==> src/rtl/mem_read_arbiter.sv <==
// Purpose: shares one memory read port between the instruction-read and data-read channels.
// Latency: address path is registered (1 cycle); return path is combinational (0 cycles).
// Backpressure: address readies drop while the request slot is held or MAX_OUTSTANDING tags are pending.
module mem_read_arbiter #(
    parameter int ADDR_WIDTH      = 32,
    parameter int DATA_WIDTH      = 32,
    parameter int MAX_OUTSTANDING = 4
) (
    input  logic                               clock,
    input  logic                               reset,
    input  logic                               ir_addr_valid,
    output logic                               ir_addr_ready,
    input  logic [ADDR_WIDTH-1:0]              ir_addr,
    input  logic                               dr_addr_valid,
    output logic                               dr_addr_ready,
    input  logic [ADDR_WIDTH-1:0]              dr_addr,
    output logic                               m_addr_valid,
    input  logic                               m_addr_ready,
    output logic [ADDR_WIDTH-1:0]              m_addr,
    input  logic                               m_data_valid,
    output logic                               m_data_ready,
    input  logic [DATA_WIDTH-1:0]              m_data,
    output logic                               ir_data_valid,
    input  logic                               ir_data_ready,
    output logic [DATA_WIDTH-1:0]              ir_data,
    output logic                               dr_data_valid,
    input  logic                               dr_data_ready,
    output logic [DATA_WIDTH-1:0]              dr_data,
    output logic [$clog2(MAX_OUTSTANDING):0]   outstanding,
    output logic                               protocol_err
);

    localparam int PW = $clog2(MAX_OUTSTANDING);
    localparam int CW = PW + 1;
    localparam logic [CW-1:0] MAX_CNT = CW'(MAX_OUTSTANDING);

    // Tag encoding: 0 = instruction read, 1 = data read.
    localparam logic TAG_INST = 1'b0;
    localparam logic TAG_DATA = 1'b1;

    logic          tag_mem [MAX_OUTSTANDING];
    logic [PW-1:0] wr_ptr;
    logic [PW-1:0] rd_ptr;
    logic [CW-1:0] count;
    logic          last_grant;

    logic          slot_free;
    logic          can_issue;
    logic          grant_data;
    logic          issue;
    logic          fifo_empty;
    logic          head_tag;
    logic          pop;

    assign slot_free  = !m_addr_valid || m_addr_ready;
    // No bypass: a full tag FIFO blocks issue even when a pop lands the same cycle.
    assign can_issue  = slot_free && (count < MAX_CNT);
    assign fifo_empty = (count == '0);
    assign head_tag   = tag_mem[rd_ptr];
    assign outstanding = count;
    assign ir_data    = m_data;
    assign dr_data    = m_data;

    // Round-robin grant: a tie goes to the requester that did not win last time.
    always_comb begin
        grant_data = TAG_INST;
        if (ir_addr_valid && dr_addr_valid) begin
            grant_data = (last_grant == TAG_DATA) ? TAG_INST : TAG_DATA;
        end else if (dr_addr_valid) begin
            grant_data = TAG_DATA;
        end
        ir_addr_ready = can_issue && (grant_data == TAG_INST);
        dr_addr_ready = can_issue && (grant_data == TAG_DATA);
        issue         = (ir_addr_valid && ir_addr_ready) || (dr_addr_valid && dr_addr_ready);
    end

    // Route the returning beat by the oldest pending tag; drain beats nobody asked for.
    always_comb begin
        ir_data_valid = 1'b0;
        dr_data_valid = 1'b0;
        m_data_ready  = 1'b1;
        if (!fifo_empty) begin
            if (head_tag == TAG_INST) begin
                ir_data_valid = m_data_valid;
                m_data_ready  = ir_data_ready;
            end else begin
                dr_data_valid = m_data_valid;
                m_data_ready  = dr_data_ready;
            end
        end
        pop = m_data_valid && m_data_ready && !fifo_empty;
    end

    // Registered memory request slot: held stable until the memory accepts it.
    always_ff @(posedge clock or negedge reset) begin
        if (!reset) begin
            m_addr_valid <= 1'b0;
            m_addr       <= '0;
            last_grant   <= TAG_DATA;
        end else if (issue) begin
            m_addr_valid <= 1'b1;
            m_addr       <= (grant_data == TAG_DATA) ? dr_addr : ir_addr;
            last_grant   <= grant_data;
        end else if (m_addr_ready) begin
            m_addr_valid <= 1'b0;
        end
    end

    // Tag FIFO pointers, occupancy and the sticky unexpected-data flag.
    always_ff @(posedge clock or negedge reset) begin
        if (!reset) begin
            wr_ptr       <= '0;
            rd_ptr       <= '0;
            count        <= '0;
            protocol_err <= 1'b0;
        end else begin
            if (issue) wr_ptr <= wr_ptr + PW'(1);
            if (pop)   rd_ptr <= rd_ptr + PW'(1);
            count <= count + CW'(issue) - CW'(pop);
            if (m_data_valid && fifo_empty) protocol_err <= 1'b1;
        end
    end

    // Tag storage needs no reset; occupancy alone decides which entries are live.
    always_ff @(posedge clock) begin
        if (issue) tag_mem[wr_ptr] <= grant_data;
    end

endmodule
==> config.mk <==
export PLATFORM = sky130hd
export DESIGN_NAME = mem_read_arbiter
export DESIGN_NICKNAME = d
export VERILOG_FILES = /design/src/rtl/mem_read_arbiter.sv
export SDC_FILE = /design/constraint.sdc
export NUM_CORES = 1
export LEC_CHECK = 0
export CORE_MARGIN = 5
export CORE_UTILIZATION = 35
export CTS_BUF_LIST = sky130_fd_sc_hd__clkbuf_16
export DETAILED_ROUTE_END_ITERATION = 8
export GPL_TIMING_DRIVEN = 0
export PLACE_DENSITY_LB_ADDON = 0.08
export SLEW_MARGIN = 30
export SYNTH_ARGS = -nofsm -noshare
export SYNTH_HDL_FRONTEND = slang
export SYNTH_SLANG_ARGS = --single-unit
==> constraint.sdc <==
create_clock -name clock -period 3.1 [get_ports clock]
set_input_delay 0.775 -clock clock [delete_from_list [all_inputs] [get_ports clock]]
set_output_delay 0.775 -clock clock [all_outputs]
set_load 0.005 [all_outputs]
==> results of run 1 <==
[per-layer routing]
| metal | up-vias | wire length, microns | GRT usage, % |
|---|---|---|---|
| met3 | 2 | 821 | 5.74 |
| met2 | 98 | 4120 | 26.2 |
| met1 | 1085 | 2780 | 14.8 |
| li1 | 1188 | - | - |
| met5 | - | 0 | 0 |
| met4 | 0 | 14 | 2.18 |
[report_power, final]
group	leakage, nW	internal [mW]	total (mW)	switching (mW)
sequential	0.503	0.903	1.09	0.182
combinational	1.57	1.09	1.83	0.741
clock	0.0663	0.290	0.495	0.205
[through the flow]
step / worst slack (ns) / cell area (sq um) / cells / utilization, %
floorplan: 0.451 / 2880 / 267 / -
global placement: -0.307 / 4780 / 549 / 59.1
global route: 0.0226 / 4960 / 559 / 61.3
detailed placement: -0.340 / 4780 / 549 / 59.0
CTS: 0.0145 / 4930 / 557 / 60.9
finish: 0.0833 / 4960 / 559 / 61.3
[sequential cells by signal (all words and copies together) (netlist names)]
register      cells
last_grant        1
protocol_err      1
m_addr           32
wr_ptr            2
outstanding       3
tag_mem           4
rd_ptr            2
m_addr_valid      1
[final timing paths]
kind	slack [ns]	start	end
setup / recovery	0.08	ir_addr_valid	dr_addr_ready
min in group clock	0.49	protocol_err$_DFFE_PN0P_	protocol_err$_DFFE_PN0P_
hold / removal	0.49	reset	m_addr[0]$_DFFE_PN0P_
hold reg to reg	0.49	protocol_err$_DFFE_PN0P_	protocol_err$_DFFE_PN0P_
setup reg to reg	0.62	rd_ptr[1]$_DFFE_PN0P_	outstanding[2]$_DFF_PN0_
max in group asynchronous	2.24	reset	last_grant$_DFFE_PN1P_
[kinds of logic (layout without fill, tap and decap cells)]
group                    Yosys count  in the layout  share of synthesized area (%)
XOR/XNOR                           4              4                           1.22
AO/OA/AOI/OAI                     39             39                           10.7
adder cells (fa/ha/maj)            7              7                           3.31
multiplexers                      38             38                           13.2
buffers and inverters             82            269                           21.7
flip-flops                        46             46                           40.8
AND/OR/NAND/NOR                   51             51                           9.09
[critical path, cell delays in order]
cell	delay, ns
clkdlybuf4s50_1	0.48
a21boi_4	0.20
buf_12	0.16
and2_1	0.12
clkdlybuf4s50_1	0.49
[placed cells by master (no fill, tap or decap), types with 2 or more instances in the layout]
cell | synthesis | layout
edfxtp_1 | 4 | 4
inv_1 | 7 | 7
clkinv_1 | 0 | 3
nor2_1 | 32 | 32
a21oi_2 | 27 | 27
o21ai_0 | 2 | 2
xnor2_1 | 3 | 3
buf_6 | 9 | 8
nand2_1 | 2 | 2
and2_1 | 5 | 5
ha_1 | 6 | 6
clkdlybuf4s50_1 | 0 | 174
a21oi_1 | 6 | 6
dfrtp_1 | 41 | 41
nor2_2 | 4 | 4
clkbuf_16 | 0 | 6
mux2i_1 | 38 | 38
buf_4 | 66 | 68
[timing repair]
| item | CTS | global route |
|---|---|---|
| hold endpoints to repair | 0 | 0 |
| endpoints found under the setup margin | 3 | 2 |
| gates resized for setup | 4 | 1 |
| cloned | 0 | 1 |
| setup buffers | 1 | 1 |
| pin swaps | 1 | 1 |
[area by class of cell]
class | count | share of cell area (%)
flip-flops and latches | 46 | 23.6
inverters | 7 | 0.529
repair buffers | 180 | 36.5
clock buffers | 5 | 2.52
multi-input cells | 139 | 21.9
clock inverters | 3 | 0.227
plain buffers | 74 | 12.0
well taps | 105 | 2.65
==> run_results.csv, run 1 <==
group,metric,value,unit
outcome,status,"finished clean",
min_path,hold_class,"input port to asynchronous set/reset pin",
sta,min_period,3.02,ns
finish,seqCellArea,1170,sq um
die,die_h,101,microns
finish,n_fill_cell,713,
finish,area_growth,72.6,%
die,rows,33,
yosys,syn_nets,378,
sta,rsz0062_at_grt,"no",
critical_path,worst_ep_arrival_time,2.24,ns
finish,drive_above_1_share,26.7,%
power,power_density,687,nW/um^2
global_route,grt_pass1_wl,11400,microns
placement,hpwl,6180,microns
detailed_routing,ant_nets,0,
sta,timing_worst_slew_pin_value,0.544,ns
die,start_util,35.5,%
cts,htree_num_levels,2,
yosys,synth_area_leaders,"dfrtp_1, buf_4, mux2i_1",
detailed_routing,routed_wl,7730,microns
global_route,gr-total-overflow,0,
detailed_routing,drc,0,
yosys,ys.warnings.count,0,
sta,maxSlewHeadroom,63.7,%
die,io_pins,210,
cts,worst_skew_pair.late_latency,0.28,ns
sta,finClkSkew,0.00277,ns
global_route,grt_usage,14.0,%
cts,postCtsHoldBufs,0,
die,die_area,10100,sq um
power,p_leak,2.14,nW
detailed_routing,first_pass_iters,4,
cts,numCtsBuffers,5,
sta,timing.final.crit_share,97.3,%
yosys,synthFlopType,"dfrtp_1",
yosys,synth_cells,267,
cts,clk_pin_slew,0.06,ns
global_route,grt_pass1_vias,2388,
cts,clock_path_buffers,2,
sta,maxSlewViolCount,0,
sta,whs,0.490,ns
placement,gp_routability_congestion,0.740,
die,die_w,101,microns
finish,multi_input_area,1090,sq um
yosys,synth_area,2880,sq um
cts,cts.sinks,46,
finish,nets,564,
finish,antenna_cells,0,
detailed_routing,dr_total_vias,2373,
yosys,synthDistinctLibCells,30,
sta,hold_viol,0,
sta,fmax,0.331,GHz
yosys,ys_async_sr_fraction,91.3,%
die,core_area,8090,sq um
detailed_routing,wl_per_cell,13.8,microns
cts,cts_tree,"yes",
yosys,synthTopCellsByCount,"buf_4, dfrtp_1, mux2i_1",
critical_path,cp_max_fo,10,
critical_path,start_kind,"input port",
yosys,yosys.area.top_type,"dfrtp_1",
power,p_total,3.41,mW
power,irDropWorstVdd,0.297,mV
sta,setup_violations,0,
global_route,antenna_found_initial,0,
critical_path,rr_worst_depth,10,
critical_path,endpoint_kind,"primary output",
cts,cts-root-buf,"clkbuf_16",
yosys,synth_area_per_cell,10.8,sq um
detailed_routing,drtIter0Drc,26,
global_route,grt_max_degree,43,
critical_path,crit_required,2.32,ns
critical_path,crit_type,"input port to primary output",
yosys,synth-seq-area-share,40.8,%
job,maxCapViolations,0,
sta,setup_tns,0,ns
yosys,synthMostInstantiatedCell,"buf_4",
yosys,synth_top_area_share,35.7,%
placement,portBuffers,177,
yosys,synth_edf_count,4,
yosys,ys_ff_latch,46,
detailed_routing,vias_per_cell,4.25,
Power figures use the tool's default switching activity.
==> run 2: changes to the inputs <==
--- a/config.mk
+++ b/config.mk
@@ -5,6 +5,7 @@
 export SDC_FILE = /design/constraint.sdc
 export NUM_CORES = 1
 export LEC_CHECK = 0
+export ABC_CLOCK_PERIOD_IN_PS = 3100
 export CORE_MARGIN = 5
 export CORE_UTILIZATION = 35
 export CTS_BUF_LIST = sky130_fd_sc_hd__clkbuf_16
==> results of run 2 <==
No change in the layout: final DEF, timing and power equal those of run 1.
